File: config.mk
export PLATFORM = sky130hd
export DESIGN_NAME = hazard_ctl
export DESIGN_NICKNAME = d
export VERILOG_FILES = /design/src/rtl/mips_pkg.sv /design/src/rtl/hazard_mc_timer.sv /design/src/rtl/hazard_ctl.sv
export SDC_FILE = /design/constraint.sdc
export NUM_CORES = 1
export LEC_CHECK = 0
export BUFFER_PORTS_ARGS = -buffer_cell sky130_fd_sc_hd__buf_4
export CAP_MARGIN = 40
export CORE_MARGIN = 4
export CORE_UTILIZATION = 30
export CTS_CLUSTER_DIAMETER = 100
export DETAILED_ROUTE_END_ITERATION = 10
export PLACE_DENSITY_LB_ADDON = 0.12
export SLEW_MARGIN = 10
export SYNTH_ARGS = -nofsm -noshare
export SYNTH_HDL_FRONTEND = slang
export SYNTH_SLANG_ARGS = --single-unit
File: constraint.sdc
create_clock -name clk -period 1.8 [get_ports clk]
set_input_delay 0.27 -clock clk [delete_from_list [all_inputs] [get_ports clk]]
set_output_delay 0.27 -clock clk [all_outputs]
set_load 0.03 [all_outputs]
File: src/rtl/mips_pkg.sv
// Shared types for the MIPS pipeline hazard logic: hazard FSM states and EX
// operand forwarding selects.
package mips_pkg;

   typedef enum logic [0:0] {
      StRun    = 1'b0,
      StMcBusy = 1'b1
   } hz_state_e;

   localparam logic [1:0] FWD_RF = 2'b00;
   localparam logic [1:0] FWD_WB = 2'b01;
   localparam logic [1:0] FWD_ME = 2'b10;

   // The younger producer in ME holds the newest value, so it wins over WB.
   function automatic logic [1:0] fwd_sel(input logic       rw_me,
                                          input logic [4:0] wr_me,
                                          input logic       rw_wb,
                                          input logic [4:0] wr_wb,
                                          input logic [4:0] src);
      if (rw_me && (wr_me != 5'd0) && (wr_me == src)) begin
         return FWD_ME;
      end else if (rw_wb && (wr_wb != 5'd0) && (wr_wb == src)) begin
         return FWD_WB;
      end
      return FWD_RF;
   endfunction

endpackage

File: src/rtl/hazard_mc_timer.sv
// Down-counter sequencing the busy phase of a multi-cycle EX op; expire_o
// flags the last busy cycle.
module hazard_mc_timer #(
   parameter int unsigned Width = 3
) (
   input  logic             clk_i,
   input  logic             rst_ni,
   input  logic             load_i,
   input  logic [Width-1:0] load_val_i,
   input  logic             dec_i,
   output logic             expire_o
);

   logic [Width-1:0] count_q, count_d;

   always_comb begin
      count_d = count_q;
      if (load_i) begin
         count_d = load_val_i;
      end else if (dec_i && (count_q != '0)) begin
         count_d = count_q - Width'(1);
      end
   end

   always_ff @(posedge clk_i or negedge rst_ni) begin
      if (!rst_ni) begin
         count_q <= '0;
      end else begin
         count_q <= count_d;
      end
   end

   assign expire_o = (count_q == Width'(1));

endmodule

File: src/rtl/hazard_ctl.sv
// Pipeline hazard controller: forwarding selects, load-use stall, multi-cycle EX
// sequencing and branch/jump flushes. HAZARD_PERF_CNT_EN adds stall/flush counters.
module hazard_ctl
   import mips_pkg::*;
#(
   parameter int unsigned MC_LAT = 4
`ifdef HAZARD_PERF_CNT_EN
   ,
   parameter int unsigned CNT_W  = 32
`endif
) (
   input  logic       clk,
   input  logic       reset,
   input  logic [4:0] Rs_ID,
   input  logic [4:0] Rt_ID,
   input  logic       UsesRs_ID,
   input  logic       UsesRt_ID,
   input  logic       Jump_ID,
   input  logic [4:0] Rs_EX,
   input  logic [4:0] Rt_EX,
   input  logic [4:0] WriteReg_EX,
   input  logic       RegWrite_EX,
   input  logic       MemToReg_EX,
   input  logic       MultiCycStart_EX,
   input  logic       BranchTaken_EX,
   input  logic [4:0] WriteReg_ME,
   input  logic       RegWrite_ME,
   input  logic [4:0] WriteReg_WB,
   input  logic       RegWrite_WB,
   output logic       Stall_IF,
   output logic       Stall_ID,
   output logic       Stall_EX,
   output logic       Flush_ID,
   output logic       Flush_EX,
   output logic       Flush_ME,
   output logic [1:0] FwdA_EX,
   output logic [1:0] FwdB_EX,
   output logic       AnyStall,
`ifdef HAZARD_PERF_CNT_EN
   output logic [CNT_W-1:0] StallCnt,
   output logic [CNT_W-1:0] FlushCnt,
`endif
   output logic       Busy
);

   localparam int unsigned CntW      = $clog2(MC_LAT) + 1;
   localparam bit          McStalls  = (MC_LAT >= 2);
   localparam bit          EnterBusy = (MC_LAT >= 3);
   localparam logic [CntW-1:0] BusyLen = CntW'(EnterBusy ? MC_LAT - 2 : 0);

   hz_state_e state_q, state_d;
   logic      timer_load, timer_dec, timer_expire;
   logic      load_use;
   logic      stall_if, stall_id, stall_ex, flush_id, flush_ex, flush_me;

   hazard_mc_timer #(
      .Width (CntW)
   ) u_mc_timer (
      .clk_i      (clk),
      .rst_ni     (reset),
      .load_i     (timer_load),
      .load_val_i (BusyLen),
      .dec_i      (timer_dec),
      .expire_o   (timer_expire)
   );

   assign load_use = RegWrite_EX && MemToReg_EX && (WriteReg_EX != 5'd0) &&
                     ((UsesRs_ID && (Rs_ID == WriteReg_EX)) ||
                      (UsesRt_ID && (Rt_ID == WriteReg_EX)));

   always_comb begin
      state_d    = state_q;
      timer_load = 1'b0;
      timer_dec  = 1'b0;
      stall_if   = 1'b0;
      stall_id   = 1'b0;
      stall_ex   = 1'b0;
      flush_id   = 1'b0;
      flush_ex   = 1'b0;
      flush_me   = 1'b0;
      unique case (state_q)
         StMcBusy: begin
            // Branch and start inputs are not sampled while the op occupies EX.
            {stall_if, stall_id, stall_ex, flush_me} = 4'b1111;
            timer_dec = 1'b1;
            if (timer_expire) begin
               state_d = StRun;
            end
         end
         StRun: begin
            if (MultiCycStart_EX && McStalls) begin
               {stall_if, stall_id, stall_ex, flush_me} = 4'b1111;
               if (EnterBusy) begin
                  state_d    = StMcBusy;
                  timer_load = 1'b1;
               end
            end else if (BranchTaken_EX) begin
               flush_id = 1'b1;
               flush_ex = 1'b1;
            end else if (load_use) begin
               // A jump in ID stays put and gets flushed once the stall clears.
               stall_if = 1'b1;
               stall_id = 1'b1;
               flush_ex = 1'b1;
            end else if (Jump_ID) begin
               flush_id = 1'b1;
            end
         end
         default: state_d = StRun;
      endcase
   end

   always_ff @(posedge clk or negedge reset) begin
      if (!reset) begin
         state_q <= StRun;
      end else begin
         state_q <= state_d;
      end
   end

   assign Stall_IF = reset & stall_if;
   assign Stall_ID = reset & stall_id;
   assign Stall_EX = reset & stall_ex;
   assign Flush_ID = reset & flush_id;
   assign Flush_EX = reset & flush_ex;
   assign Flush_ME = reset & flush_me;
   assign AnyStall = Stall_IF | Stall_ID | Stall_EX;
   assign Busy     = reset & (state_q == StMcBusy);
   assign FwdA_EX  = reset ? fwd_sel(RegWrite_ME, WriteReg_ME, RegWrite_WB, WriteReg_WB, Rs_EX)
                           : FWD_RF;
   assign FwdB_EX  = reset ? fwd_sel(RegWrite_ME, WriteReg_ME, RegWrite_WB, WriteReg_WB, Rt_EX)
                           : FWD_RF;

`ifdef HAZARD_PERF_CNT_EN
   logic [CNT_W-1:0] stall_cnt_q, flush_cnt_q;

   always_ff @(posedge clk or negedge reset) begin
      if (!reset) begin
         stall_cnt_q <= '0;
         flush_cnt_q <= '0;
      end else begin
         if (AnyStall) begin
            stall_cnt_q <= stall_cnt_q + CNT_W'(1);
         end
         if (Flush_ID | Flush_EX) begin
            flush_cnt_q <= flush_cnt_q + CNT_W'(1);
         end
      end
   end

   assign StallCnt = stall_cnt_q;
   assign FlushCnt = flush_cnt_q;
`endif

endmodule

; ---- Word level (Yosys, flattened, before mapping)
; Index checks and enable logic that the tools add are counted.
[totals]
ff_bits = 4
in_bits = 46
[classes]
add_sub_neg = 1
eq_ne = 7
n_mux = 32
n_bitwise = 7
n_reduce_logical = 18
[ops]
columns = cell, n
row1 = 5-bit == test, 6
row2 = 1-bit two-way mux, 19
row3 = 2-bit two-way mux, 8
row4 = 5-bit nonzero test, 3
row5 = 1-bit logical AND, 12
row6 = 3-bit two-way mux, 2
row7 = 1-bit case mux with 2 select lines, 3
row8 = 1-bit AND, 5
row9 = 3-bit by 1-bit == test with 1-bit output (second input constant), 1
row10 = 3-bit nonzero test, 1
row11 = 3-bit by 1-bit subtractor with 3-bit output (second input constant), 1
row12 = 2-bit nonzero test, 1
row13 = 1-bit logical OR, 1
row14 = 1-bit NOT, 1
row15 = 1-bit OR, 1

; ---- Depth between registers and ports, before layout
; Gate-level depths: netlist of run 1.
[logic_depth]
word_depth = 10
ltp_mapped = 6

; ---- Modules after synthesis
; Synthesis of run 1 repeated with hierarchy kept, for this count alone.
[unflattened]
hier_cells = 96
area_unflattened_um2 = 774.5
[modules_own_cells]
columns = module, instances, cells_per_inst, area_each_um2
row1 = hazard_ctl, 1, 72, 553.0
row2 = hazard_mc_timer, 1, 24, 221.5

; ---- Worst setup path after synthesis of run 1
; OpenSTA, ideal clock, no wires.
[synth_timing]
kind = input -> output
from = in WriteReg_EX[3]
to = out Stall_IF
arrival_time_ps = 2350
t_required_ps = 1530
path_slack_ps = -820
path_stages = 5
path_buffers = 1
path_cell_list = xor2_1 nor4_1 a32oi_1 o41ai_1 buf_4
[synth_via]
elab_chain_len = 9
elab_cells_between_ends = 13
cone_classes = 2 x eq/ne / 4 x mux / 1 x bitwise / 6 x reduce/logical
[synth_lines]
columns = element, line
row1 = start: declaration, hazard_ctl.sv:21  ; input logic [4:0] WriteReg_EX,
row2 = "5-bit == test, on equally long branches", "hazard_ctl.sv:68, hazard_ctl.sv:69"
row3 = "1-bit logical AND, on equally long branches", "hazard_ctl.sv:68, hazard_ctl.sv:69"
row4 = 1-bit logical OR, hazard_ctl.sv:68  ; ((UsesRs_ID && (Rs_ID == WriteReg_EX)) ||
row5 = 1-bit logical AND (*), hazard_ctl.sv:67  ; assign load_use = RegWrite_EX && MemToReg_EX && (WriteReg_EX != 5'd0) &&
row6 = 1-bit two-way mux (*) (3 in series), n/a
row7 = 1-bit case mux with 2 select lines (*), n/a
row8 = 1-bit AND (*), n/a
row9 = end: declaration, hazard_ctl.sv:30  ; output logic Stall_IF,
; Mark *: on every way between the ends. The rest lies on a longest branch, timed or not.

; ---- Worst setup path in the final report of run 1
[layout_timing]
from = in WriteReg_ME[1]
to = out FwdB_EX[1]
[layout_via]
elab_chain_len = 6
elab_cells_between_ends = 8
cone_classes = 1 x eq/ne / 4 x mux / 3 x reduce/logical
[layout_lines]
columns = element, line
row1 = start: declaration, hazard_ctl.sv:26  ; input logic [4:0] WriteReg_ME,
row2 = 5-bit nonzero test, mips_pkg.sv:20  ; if (rw_me && (wr_me != 5'd0) && (wr_me == src)) begin
row3 = 1-bit logical AND, mips_pkg.sv:20
row4 = 1-bit logical AND (*), mips_pkg.sv:20
row5 = 2-bit two-way mux or 1-bit two-way mux (tied branches), mips_pkg.sv:20
row6 = 2-bit two-way mux (*), mips_pkg.sv:25  ; return FWD_RF;
row7 = 2-bit two-way mux (*), hazard_ctl.sv:131  ; assign FwdB_EX = reset ? fwd_sel(RegWrite_ME, WriteReg_ME, RegWrite_WB, WriteReg_WB, Rt_EX)
row8 = end: declaration, hazard_ctl.sv:37  ; output logic [1:0] FwdB_EX,
; Marked as above.

==> impl_results.md, run 1 <==
- Number of top-level pins: 58
- Critical Path RT: 1.53 ns
- Nets: 210
- P&R area growth vs syn: 104%
- Post-DR vias/cell: 4.76
- Global placer's final weighted congestion: 0.899
- Synth Warn #: 0
- Fmax achieved: 538 MHz
- Util after Layout: 0.651
- First-pass GRT wire length: 4280 um
- CTS Buffer Depth: 2
- Period minus WS final: 1.86 ns
- Routed WL: 2670 um
- Post-place setup slack: -0.158 ns
- DR vias: 890
- Synth unique cells: 27
- Initial Utilization: 0.319
- Final worst path period share: 1.03
- Share of layout cells above drive strength 1: 0.547
- Worst hold path class: input port to register
- Syn Inst Count: 87
- CP startpoint kind: input port
- Power per Cell Area: 577 nW/um2
- # setup viols final: 4
- PnR Total Power: 0.000839 W
- DR WL/cell: 14.3 um
- Iter 0 DRT Violations: 15
- Die Ht: 56.7 um
- Initial antenna violation count: 0
- Rows: 17
- CP Class: input port to output pin
- Mapped cell area: 712 um2
- Leak: 0.677 nW
- Final ANT Viol Nets: 0
- Post-DP HPWL: 1990 um
- Vias in the first global route: 930
- Crit path DAT: 1.59 ns
- Fin worst setup slack: -0.0586 ns
- Clock root buffer: clkbuf_4
- CTS tree: yes
- GRT Residual Overflow: 0
- Mapped Avg Cell Area: 8.18 um2
- Core area: 2230 um2
- M2 GR Usage: 0.289
- Drt drc: 0
- Run status: finished, violations left
- Worst Clk Skew: 0.00366 ns
- Worst slew margin: 0.756
- Syn Nets: 136
- Register area share after synthesis: 0.141
- Grt peak-use layer: met2
- CTS Buf Count: 3
- Crit Path Max Fanout: 2
- HP Start: MultiCycStart_EX
- Most common cell after layout, fill and taps aside: buf_4
- Worst-path clk slew: 0.04 ns
- Met1 usage in global routing: 0.198
- DRT Pass-1 Iters: 4
- Port bufs: 57
- Worst setup EP type: output pin
- CTS HTree Levels: 1
- Max IR drop VDD: 523 uV
- Grt met3 use: 0.0414
- # diodes: 0
- Most frequent cells in the layout: 57 x buf_4, 20 x xor2_1, 11 x xnor2_1, 11 x buf_6, 6 x inv_1
- #FFs+latches synth: 4
- Die area: 3220 um2
- GRT Util Overall: 0.166
- Die width: 56.7 um
- Final Hold Vio Count: 0
- Violated checks: negative setup slack
- CP startpoint: WriteReg_ME[1]
- Max Slew Vio Count: 0
- Clk_lat worst skew: 0.25 ns
- Number of max-cap violations: 0
- Reg2reg start: u_mc_timer.count_q[0]
- RSZ-0062 raised after global routing: true
- Worst Max-Slew Pin Slew: 0.366 ns
- Largest net degree at the start of global routing: 9
- Clock sinks: 4
## critical path, stage by stage
cell,delay (ns)
buf_6,0.09
or4_4,0.53
o21ai_4,0.16
buf_4,0.15
nor4_4,0.05
and2_2,0.20
buf_6,0.13
## state kept, by name, indices dropped and copies added (netlist names)
name                flops
u_mc_timer.count_q      3
state_q                 1
## routing by layer
metal / share of wire / up-vias
met3: 0.078 / 3
met5: 0 / -
met1: 0.40 / 394
met4: 0.010 / 0
met2: 0.51 / 41
li1: - / 452
## final cells by class
type / count / area [um2]
Fill cell: 181 / 779
Multi-Input combinational cell: 75 / 682
Timing Repair Buffer: 71 / 592
Sequential cell: 4 / 100
Tap cell: 28 / 35.0
Clock buffer: 3 / 22.5
Inverter: 6 / 22.5
## through the flow
stage               area [um2]  instances  TNS, ns  hold slack (ns)
floorplan                  752         87   -0.487          -0.0256
global placement          1290        182   -0.721            0.192
detailed placement        1290        182   -0.933            0.191
CTS                       1440        186   -0.267            0.484
global route              1450        187   -0.699            0.513
finish                    1450        187   -0.188            0.491
## cell usage after synthesis
| master | number | area [um2] |
|---|---|---|
| a21oi_1 | 1 | 5.00 |
| a22o_1 | 2 | 17.5 |
| a31oi_1 | 1 | 6.26 |
| a32oi_1 | 1 | 8.76 |
| and2_0 | 1 | 6.26 |
| and2_1 | 2 | 12.5 |
| and2_2 | 1 | 7.51 |
| buf_4 | 2 | 15.0 |
| dfrtp_1 | 4 | 100 |
| ha_1 | 3 | 37.5 |
| inv_1 | 6 | 22.5 |
| nand2_1 | 2 | 7.51 |
| nand3_1 | 5 | 25.0 |
| nor2_1 | 4 | 15.0 |
| nor3_1 | 2 | 10.0 |
| nor4_1 | 4 | 25.0 |
| nor4_2 | 1 | 12.5 |
| o211ai_1 | 2 | 15.0 |
| o21ai_0 | 2 | 10.0 |
| o21ai_2 | 1 | 8.76 |
| o22a_1 | 1 | 8.76 |
| o31a_1 | 1 | 8.76 |
| o31ai_1 | 1 | 7.51 |
| o41ai_1 | 2 | 17.5 |
| or4_1 | 4 | 30.0 |
| xnor2_1 | 11 | 96.3 |
| xor2_1 | 20 | 175 |
## path summary, 6_finish.rpt
kind | endpoint | slack, ns | depth (start not counted)
worst max-delay path | FwdB_EX[1] | -0.06 | 7
worst min-delay path | state_q | 0.49 | 4
worst max register to register | u_mc_timer.count_q[1] | 0.48 | 6
worst min register to register | u_mc_timer.count_q[1] | 0.51 | 1
max in group asynchronous | u_mc_timer.count_q[0] | 1.08 | 3
min in group asynchronous | u_mc_timer.count_q[2] | 0.54 | 3
## cell families (layout without fill, tap and decap cells)
group | count (synthesis) | count (layout) | synth area share
AO/OA/AOI/OAI | 15 | 15 | 0.160
XOR/XNOR | 31 | 31 | 0.381
adder cells (fa/ha/maj) | 3 | 3 | 0.0527
buffers and inverters | 8 | 80 | 0.0527
flip-flops | 4 | 4 | 0.141
AND/OR/NAND/NOR | 26 | 26 | 0.213
## where the power goes
group          internal, W  leakage [nW]  switching [W]  total (W)
sequential        0.000133        0.0457      0.0000432   0.000176
clock            0.0000753        0.0138      0.0000474   0.000123
combinational     0.000279         0.617       0.000261   0.000540
## timing repair
action	in CTS	in global routing
buffers inserted	1	1
cloned	0	0
resized for setup	26	1
hold buffers	1	0
setup endpoints to repair	9	9
pin swaps	17	7
endpoints found under the hold margin	4	0
Power figures use the tool's default switching activity.
==> inputs of run 2 (changes only) <==
Settings changed: PLACE_DENSITY_LB_ADDON 0.12 to unset.
==> run 2 against run 1 <==
Against the previous run:
- the run still ends with negative setup slack left
- critical path depth shrank 1
- sequential power is essentially flat
- first-iteration DRC count shrank 27%
- largest cell class unchanged
- global-route usage grew 0.40 points
- design area grew 1.0%
- highest routed layer unchanged
- critical endpoint is now Flush_ID
- sequential cell count is the same
- worst setup slack gained 0.039 ns
==> impl_results.md, run 2 (synthesis gave the netlist of run 1 again) <==
- PnR Total Power: 0.000830 W (was 0.000839 W)
- Nets: 209 (was 210)
- Worst hold path class: register to register (was input port to register)
- DRT Pass-1 Iters: 4 (unchanged)
- Clk_lat worst skew: 0.23 ns (was 0.25 ns)
- GRT Residual Overflow: 0 (unchanged)
- Worst Max-Slew Pin Slew: 0.384 ns (was 0.366 ns)
- Worst slew margin: 0.744 (was 0.756)
- DR WL/cell: 14.0 um (was 14.3 um)
- Leak: 0.679 nW (was 0.677 nW)
- Number of top-level pins: 58 (unchanged)
- CP Class: input port to output pin (unchanged)
- Die area: 3220 um2 (unchanged)
- Power per Cell Area: 565 nW/um2 (was 577 nW/um2)
- CTS Buf Count: 3 (unchanged)
- RSZ-0062 raised after global routing: true (unchanged)
- Share of layout cells above drive strength 1: 0.576 (was 0.547)
- Final worst path period share: 1.01 (was 1.03)
- Max IR drop VDD: 857 uV (was 523 uV)
- Worst Clk Skew: 0.00237 ns (was 0.00366 ns)
- Global placer's final weighted congestion: 0.849 (was 0.899)
- # setup viols final: 4 (unchanged)
- Crit path DAT: 1.55 ns (was 1.59 ns)
- Period minus WS final: 1.82 ns (was 1.86 ns)
- FF-to-FF path depth: 6 (unchanged)
- Crit-path slowest cell: or4_4 (unchanged)
- Post-DP HPWL: 2050 um (was 1990 um)
- Most frequent cells in the layout: 57 x buf_4, 19 x xor2_1, 11 x buf_6, 10 x xnor2_1, 6 x inv_1 (was 57 x buf_4, 20 x xor2_1, 11 x xnor2_1, 11 x buf_6, 6 x inv_1)
- Routed WL: 2610 um (was 2670 um)
- Core area: 2230 um2 (unchanged)
- Violated checks: negative setup slack (unchanged)
- Critical path depth in cells: 6 (was 7)
- Filler Cells Inserted: 192 (was 181)
- Run status: finished, violations left (unchanged)
- Final ANT Viol Nets: 0 (unchanged)
- Worst setup EP type: output pin (unchanged)
- Die width: 56.7 um (unchanged)
- Initial Utilization: 0.319 (unchanged)
- Post-place setup slack: -0.136 ns (was -0.158 ns)
- Critical Path RT: 1.53 ns (about the same)
- Clock sinks: 4 (unchanged)
- Port bufs: 57 (unchanged)
- Max reg flops: 3 (unchanged)
- CTS Buffer Depth: 2 (unchanged)
- Crit path max-delay family: simple AND/OR/NAND/NOR gates (unchanged)
- CP startpoint kind: input port (unchanged)
- Hold Crit Depth: 1 (was 4)
- CTS HTree Levels: 1 (unchanged)
- Drt drc: 0 (unchanged)
- Biggest register: u_mc_timer.count_q (unchanged)
- Final Hold Vio Count: 0 (unchanged)
- Largest regs: u_mc_timer.count_q (3), state_q (1) (unchanged)
- Max Slew Vio Count: 0 (unchanged)
- Die Ht: 56.7 um (unchanged)
- Clock root buffer: clkbuf_4 (unchanged)
- Largest net degree at the start of global routing: 9 (unchanged)
- CTS tree: yes (unchanged)
- First-pass GRT wire length: 4410 um (was 4280 um)
- Crit Path Max Fanout: 4 (was 2)
- Post-DR vias/cell: 4.93 (was 4.76)
- Delay of the slowest critical-path stage: 0.52 ns (was 0.53 ns)
- P&R area growth vs syn: 106% (was 104%)
- Iter 0 DRT Violations: 11 (was 15)
- DR vias: 917 (was 890)
- GRT Util Overall: 0.170 (was 0.166)
- Critical Path, Cell by Cell: buf_8 > or4_4 > o211ai_1 > buf_4 > o31a_1 > buf_6 (was buf_6 > or4_4 > o21ai_4 > buf_4 > nor4_4 > and2_2 > buf_6)
- Worst-path clk slew: 0.03 ns (was 0.04 ns)
- Initial antenna violation count: 0 (unchanged)
- Rows: 17 (unchanged)
- Number of max-cap violations: 0 (unchanged)
- CP Buf/Inv Count: 3 (unchanged)
- Fmax achieved: 550 MHz (was 538 MHz)
- # diodes: 0 (unchanged)
- Most common cell after layout, fill and taps aside: buf_4 (unchanged)
- Vias in the first global route: 1026 (was 930)
- Fin worst setup slack: -0.0197 ns (was -0.0586 ns)
-- run 2: changes by cell type in the layout (fill, tap and decap cells not counted), sizes merged --
cell / delta
buf: -1
-- run 2: power breakdown --
group	total [W]	internal, W	switching, W
logic	0.000548	0.000280	0.000268
registers	0.000175	0.000133	0.0000418
clock network	0.000107	0.0000743	0.0000329
total	0.000830	0.000487	0.000343
-- run 2: cell type report --
class / instances / area [um2] / area share
Multi-Input combinational cell: 75 / 712 / 0.485
Inverter: 6 / 22.5 / 0.0153
Timing Repair Buffer: 70 / 577 / 0.393
Tap cell: 28 / 35.0 / 0.0239
Clock buffer: 3 / 22.5 / 0.0153
Sequential cell: 4 / 100 / 0.0681
-- run 2: routing by layer --
layer  global-route usage  vias to the layer above  part of all wire
met1                0.184                      406              0.36
met2                0.312                       54              0.52
met3               0.0598                        3              0.11
met4               0.0407                        0             0.014
met5                    0                        -                 0
li1                     -                      454                 -
-- run 2: timing repair --
action,CTS,global route
setup endpoints to repair,8,11
gates resized for setup,26,5
hold endpoints to repair,4,0
hold buffers,1,0
buffers inserted,1,0
pin swaps,14,6
-- run 2: per-stage QoR --
stage	TNS (ns)	std cells	util	cell area [um2]	hold slack, ns
floorplan	-0.487	87	-	752	-0.0256
CTS	-0.146	186	0.647	1450	0.501
finish	-0.0256	186	0.658	1470	0.500
detailed placement	-0.739	182	0.578	1290	0.199
global route	-0.362	186	0.658	1470	0.528
global placement	-0.622	182	0.578	1290	0.196
-- run 2: worst paths after layout --
kind                                       start                    end  slack [ns]
max reg2reg                u_mc_timer.count_q[0]  u_mc_timer.count_q[1]        0.49
max in group asynchronous                  reset  u_mc_timer.count_q[0]        1.04
min                        u_mc_timer.count_q[1]  u_mc_timer.count_q[1]        0.50
min reg2reg                u_mc_timer.count_q[1]  u_mc_timer.count_q[1]        0.50
min in group asynchronous                  reset                state_q        0.58
max                               WriteReg_EX[1]               Flush_ID       -0.02
-- run 2: worst reg2reg max path, delay by kind of cell (launching register included) --
kind | cells | cell delay (ns)
adders and majority gates | 1 | 0.14
DFF | 1 | 0.41
AOI/OAI and AO/OA | 2 | 0.30
and+or+nand+nor | 1 | 0.20
buffers and inverters | 2 | 0.15
